$ cat config.mk
export PLATFORM = sky130hd
export DESIGN_NAME = z_pipe_csa
export DESIGN_NICKNAME = d
export VERILOG_FILES = /design/src/rtl/z_pipe_csa.sv
export SDC_FILE = /design/constraint.sdc
export NUM_CORES = 1
export LEC_CHECK = 0
export CORE_ASPECT_RATIO = 1.75
export CORE_UTILIZATION = 55
export CTS_CLUSTER_DIAMETER = 40
export CTS_CLUSTER_SIZE = 40
export DETAILED_ROUTE_END_ITERATION = 16
export PLACE_DENSITY = 0.79
export SYNTH_ARGS = -nofsm -noshare
export SYNTH_HDL_FRONTEND = slang
export SYNTH_SLANG_ARGS = --single-unit
$ cat constraint.sdc
create_clock -name clk -period 3 [get_ports clk]
set_input_delay 0.3 -clock clk [delete_from_list [all_inputs] [get_ports clk]]
set_output_delay 0.3 -clock clk [all_outputs]
set_load 0.01 [all_outputs]
$ cat src/rtl/z_pipe_csa.sv
// Pipelined carry-select adder/subtractor: K groups of M bits, a register after every G groups.
// Valid/ready on both ends; a stall at the output freezes every stage, bubbles included.
module z_pipe_csa #(
    parameter int K = 8,
    parameter int M = 4,
    parameter int G = 2,
    parameter int N = K * M
) (
    input  logic         clk,
    input  logic         rst_n,
    input  logic         in_valid,
    output logic         in_ready,
    input  logic [N-1:0] a,
    input  logic [N-1:0] b,
    input  logic         c_in,
    input  logic         sub,
    output logic         out_valid,
    input  logic         out_ready,
    output logic [N-1:0] sum,
    output logic         c_out,
    output logic         ovf
);
    localparam int L = K / G;

    generate
        if ((K % G) != 0 || N != K * M) begin : g_param_err
            $error("z_pipe_csa: K must be a multiple of G and N must equal K*M");
        end
    endgenerate

    logic                r_init;
    logic                w_adv;
    logic                w_acc;
    logic [L-1:0]        r_v;
    logic [L-1:0]        w_nx_v;
    logic [L-1:0]        r_c;
    logic [L-1:0]        w_nx_c;
    logic [L-1:0][N-1:0] r_a;
    logic [L-1:0][N-1:0] r_b;
    logic [L-1:0][N-1:0] r_sum;
    logic [L-1:0][N-1:0] w_nx_a;
    logic [L-1:0][N-1:0] w_nx_b;
    logic [L-1:0][N-1:0] w_nx_sum;
    logic                r_ovf;
    logic                w_nx_ovf;
    logic                w_unused;

    assign w_adv    = !r_v[L-1] || out_ready;
    assign in_ready = r_init && w_adv;
    assign w_acc    = in_valid && in_ready;

    genvar s, g;
    generate
        for (s = 0; s < L; s++) begin : g_stage
            logic [N-1:0]   w_a_in;
            logic [N-1:0]   w_b_in;
            logic [N-1:0]   w_sum_in;
            logic [N-1:0]   w_sum_out;
            logic [G*M-1:0] w_grp;
            logic [G:0]     w_gc;
            logic           w_v_in;

            // Subtraction is folded in here: b inverted and carry forced, so later stages only add.
            if (s == 0) begin : g_first
                assign w_a_in   = a;
                assign w_b_in   = sub ? ~b : b;
                assign w_sum_in = '0;
                assign w_gc[0]  = sub ? 1'b1 : c_in;
                assign w_v_in   = w_acc;
            end else begin : g_next
                assign w_a_in   = r_a[s-1];
                assign w_b_in   = r_b[s-1];
                assign w_sum_in = r_sum[s-1];
                assign w_gc[0]  = r_c[s-1];
                assign w_v_in   = r_v[s-1];
            end

            for (g = 0; g < G; g++) begin : g_grp
                localparam int LSB = (s * G + g) * M;
                logic [M:0] w_s0;
                logic [M:0] w_s1;
                logic [M:0] w_sel;
                assign w_s0  = {1'b0, w_a_in[LSB +: M]} + {1'b0, w_b_in[LSB +: M]};
                assign w_s1  = {1'b0, w_a_in[LSB +: M]} + {1'b0, w_b_in[LSB +: M]} + {{M{1'b0}}, 1'b1};
                assign w_sel = w_gc[g] ? w_s1 : w_s0;
                assign w_grp[g*M +: M] = w_sel[M-1:0];
                assign w_gc[g+1]       = w_sel[M];
            end

            always_comb begin
                w_sum_out                  = w_sum_in;
                w_sum_out[s*G*M +: G*M]    = w_grp;
            end

            assign w_nx_a[s]   = w_a_in;
            assign w_nx_b[s]   = w_b_in;
            assign w_nx_sum[s] = w_sum_out;
            assign w_nx_c[s]   = w_gc[G];
            assign w_nx_v[s]   = w_v_in;

            // Carry into the MSB is recovered as a^b^sum at bit N-1.
            if (s == L - 1) begin : g_ovf
                assign w_nx_ovf = w_gc[G] ^ (w_a_in[N-1] ^ w_b_in[N-1] ^ w_sum_out[N-1]);
            end
        end
    endgenerate

    always_ff @(posedge clk or negedge rst_n) begin
        if (!rst_n) begin
            r_init <= 1'b0;
            r_v    <= '0;
            r_c    <= '0;
            r_a    <= '0;
            r_b    <= '0;
            r_sum  <= '0;
            r_ovf  <= 1'b0;
        end else begin
            r_init <= 1'b1;
            if (w_adv) begin
                r_v   <= w_nx_v;
                r_c   <= w_nx_c;
                r_a   <= w_nx_a;
                r_b   <= w_nx_b;
                r_sum <= w_nx_sum;
                r_ovf <= w_nx_ovf;
            end
        end
    end

    assign out_valid = r_v[L-1];
    assign sum       = r_sum[L-1];
    assign c_out     = r_c[L-1];
    assign ovf       = r_ovf;
    assign w_unused  = ^{r_a[L-1], r_b[L-1]};

endmodule

==> metrics.md <==
| Metric | Value |
|---|---|
| Outcome | `completed` |
| DRC viols | `0` |
| Register Area | `0.004654 sq mm` |
| Wire per inst | `around 13 um` |
| Clk root buf | `clkbuf_16` |
| Hold/Removal Path Class | `input pin to register` |
| Clock transition at path regs | `approximately 70 ps` |
| Met3 WL | `386 um` |
| Clock Sinks | `186` |
| Overflow after GRT | `0` |
| Max-Cap Viols | `0` |
| Rows | `60` |
| Multi-input gate area | `between 0.003 and 0.004 sq mm` |
| Initial antenna violation count | `0` |
| Min Tclk post-route | `approximately 3000 ps` |
| Synth async-reset ratio | `between 90% and 100%` |
| Global-route wire length before repair | `between 20000 and 30000 um` |
| Vias | `between 6000 and 7000` |
| DPL Wire Length | `between 10000 and 15000 um` |
| Max layer used | `met4` |
| Reg-to-reg critical path startpoint | `g_stage[3].w_a_in[24]` |
| Leading area contributor after synthesis | `dfrtp_1` |
| Filler cells | `approximately 1200` |
| CP Capture Point | `ovf` |
| ANT nets after route | `0` |
| Placed instance area | `approximately 0.01 sq mm` |
| Final worst slack | `60.13 ps` |
| Top_reg_cell synth | `dfrtp_1` |
| Fraction of layout cells with a size suffix above 1 | `between 5 and 6%` |
| Slowest CP cell | `fa_1` |
| Largest net degree at the start of global routing | `approximately 160` |
| Max incr delay on CP | `580 ps` |
| H-Tree Depth | `4` |
| Number of global-route vias before repair | `approximately 6300` |
| Die width | `a little under 100 um` |
| CP Capture Type | `register` |
| Flop2flop setup slack | `between 60 and 70 ps` |
| Final non-filler cell area | `roughly 0.011 sq mm` |
| PwrDens | `1064 mW/mm^2` |
| Dpl ws | `-26.44 ps` |
| Cell area after synthesis | `~0.0088 sq mm` |
| R2R cell count | `9` |
| Final Hold Vio Count | `0` |
| Vias/cell | `5.123` |
| Syn Area/Cell | `about 9.2 sq um` |
| Final setup violation count | `0` |
| Fin nets | `between 1000 and 1500` |
| Fin. max-slew vios | `0` |
| Core area | `0.01546 sq mm` |
| Metal-1 WL | `6794 um` |
| Starting Density | `between 50% and 60%` |
| Die Y-Extent | `about 170 um` |
| I/O pin count | `around 110` |
| Final Skew | `approximately 9.2 ps` |
| Synth warn | `0` |
| Most common cell in the netlist | `nand2_1` |
| Final Cycle Share | `just under 100%` |
| Ant. Diodes | `0` |
| CP Max Fanout | `3` |
| Syn_nets | `around 1100` |
| Drt pass-1 iters | `4` |
| TritonCTS clock tree | `done` |
| Worst-Margin Slew | `about 680 ps` |
| Worst setup SP type | `register` |
| CP required | `roughly 3300 ps` |
| Critical path class | `register to register` |
| Worst path cell trace | `ha_2 -> fa_1 -> ha_2 -> nand3_2 -> nor3_4 -> xnor2_2 -> and4_4 -> xnor3_1 -> mux2_4` |
| Critical R2R Capture | `ovf` |
| EDFF count, synth | `0` |
| Setup tns final | `0 ps` |
| Synth area leaders | `dfrtp_1 53%, nand2_1 17%, ha_1 5.7%` |
| Relative slew slack | `roughly 55%` |
| Die area | `around 0.016 sq mm` |
| First DRT Iteration DRCs | `200` |
| Layout area overhead | `21.36%` |
| Met2 WL post-DR | `slightly below 9000 um` |
| Sequential share of the synthesized area | `53.04%` |
| Top-area cell type share of the netlist area | `between 50% and 60%` |
| Crit path DAT | `around 3200 ps` |
| Latest clock arrival within the worst-skew pair | `420 ps` |
| LEAKAGE | `between 5 and 6 nW` |
| Most Frequent Cell on Critical Path | `ha_2` |
| GPL Wtd Cong | `0.7720` |
| Max Fclk | `340.2 MHz` |
| Non-Filler Instances | `1242` |
| Buffers on Ports | `about 110` |
| Num CTS Buffers | `17` |
| Synth cell count leaders | `409 x nand2_1, 186 x dfrtp_1, 47 x xnor2_1, 46 x o21ai_0, 43 x clkbuf_1` |
| Count of unique library cells instantiated by Yosys | `40` |
| Worst Setup SP | `g_stage[3].w_a_in[24]` |
| Dpl cells | `1207` |
| Post-Synthesis Cells | `roughly 950` |
| CTS Buffer Depth | `2` |
| Drt total wl | `16110 um` |
| IR drop worst, VDD | `532.4 uV` |
| Post-synthesis register bit count | `around 190` |
| All-layer global routing usage | `20.97%` |
[final cells by class]
cell class | instances | area share (%)
clock buffer | 19 | 4.159
sequential | 186 | 43.70
multi-input combinational | 705 | 36.78
inverter | 15 | 0.5287
timing repair buffer | 118 | 11.38
clock inverter | 13 | 1.257
tap | 186 | 2.185
[report_power, final]
group          switching, mW  internal (mW)  leakage, nW
logic                   2.58           2.32         2.71
clock network          0.971           1.19        0.272
registers              0.653           3.62         2.23
total                   4.20           7.13         5.21
[metal layers]
metal / global-route usage, % / up-vias
li1: - / 3228
met1: 25.46 / 3003
met2: 37.85 / 110
met3: 3.014 / 22
met4: 7.353 / 0
met5: 0 / -
[per-stage QoR]
stage	hold slack (ps)	util (%)	total power, mW
global placement	395.5	64.85	8.865
CTS	392.4	68.65	11.35
detailed placement	398.8	64.85	9.095
finish	404.9	68.87	11.33
floorplan	4.409	-	7.571
global route	406.9	68.87	12.25
[worst max-delay path, delay by kind of cell, from the launching register on]
family | cells | cell delay (ps)
adder cells (fa/ha/maj) | 3 | 1000
AND/OR/NAND/NOR | 3 | 630
XOR/XNOR | 2 | 540
flip-flops | 1 | 390
multiplexers | 1 | 260
[cells by family (layout without fill, tap and decap cells)]
family / Yosys count / after routing / synth area share [%]
xor+xnor: 74 / 74 / 7.713
compound gates: 106 / 106 / 6.715
mux: 7 / 7 / 0.8554
simple gates: 469 / 469 / 21.40
other cells: 1 / 1 / 0.04273
fa+ha+maj: 48 / 48 / 7.528
buf+inv: 63 / 165 / 2.709
flops: 186 / 186 / 53.04
[registers in the layout, indices dropped and copies added, names as in the netlist]
signal            flops
g_stage.w_b_in       48
r_init                1
r_v                   4
g_stage.w_sum_in     48
ovf                   1
sum                  32
g_stage.w_a_in       48
r_c                   4
[worst min path at each step]
| stage | end | depth (start not counted) | slack (ps) | startpoint |
|---|---|---|---|---|
| floorplan | g_stage[1].w_a_in[10] | 0 | 4 | rst_n |
| global placement | g_stage[1].w_a_in[29] | 1 | 400 | rst_n |
| detailed placement | g_stage[1].w_a_in[29] | 1 | 400 | rst_n |
| CTS | g_stage[1].w_a_in[20] | 3 | 390 | a[20] |
| global route | g_stage[1].w_a_in[25] | 3 | 410 | a[25] |
| finish | g_stage[1].w_a_in[22] | 3 | 400 | a[22] |
[repair_timing]
| action | 4_1_cts | 5_1_grt |
|---|---|---|
| hold endpoints to repair | 85 | 0 |
| setup buffers | 0 | 2 |
| hold buffers | 1 | 0 |
| setup endpoints to repair | 0 | 1 |
| gates resized for setup | 0 | 5 |
[cells in the final DEF, fill, tap and decap left out, types with 2 or more instances in the layout]
cell type | netlist | routed
buf_12 | 0 | 5
o31ai_1 | 2 | 2
xor2_1 | 24 | 24
and2_1 | 5 | 5
inv_6 | 0 | 3
and3_1 | 2 | 2
inv_8 | 0 | 3
inv_1 | 15 | 15
nor3b_1 | 2 | 2
buf_4 | 0 | 7
a21oi_1 | 36 | 36
nand2_1 | 409 | 409
dfrtp_1 | 186 | 186
ha_2 | 0 | 2
clkbuf_8 | 0 | 2
nand2b_1 | 3 | 2
mux2i_1 | 6 | 5
nor2_1 | 17 | 17
ha_1 | 40 | 38
nand3_1 | 10 | 10
clkdlybuf4s50_1 | 0 | 103
clkinvlp_4 | 0 | 4
xnor2_2 | 1 | 2
nand4_1 | 9 | 9
nor2b_1 | 4 | 3
a21o_1 | 18 | 18
o21ai_0 | 46 | 46
fa_1 | 8 | 8
clkbuf_16 | 0 | 17
xnor2_1 | 47 | 46
(Power assumes the default switching activity.)
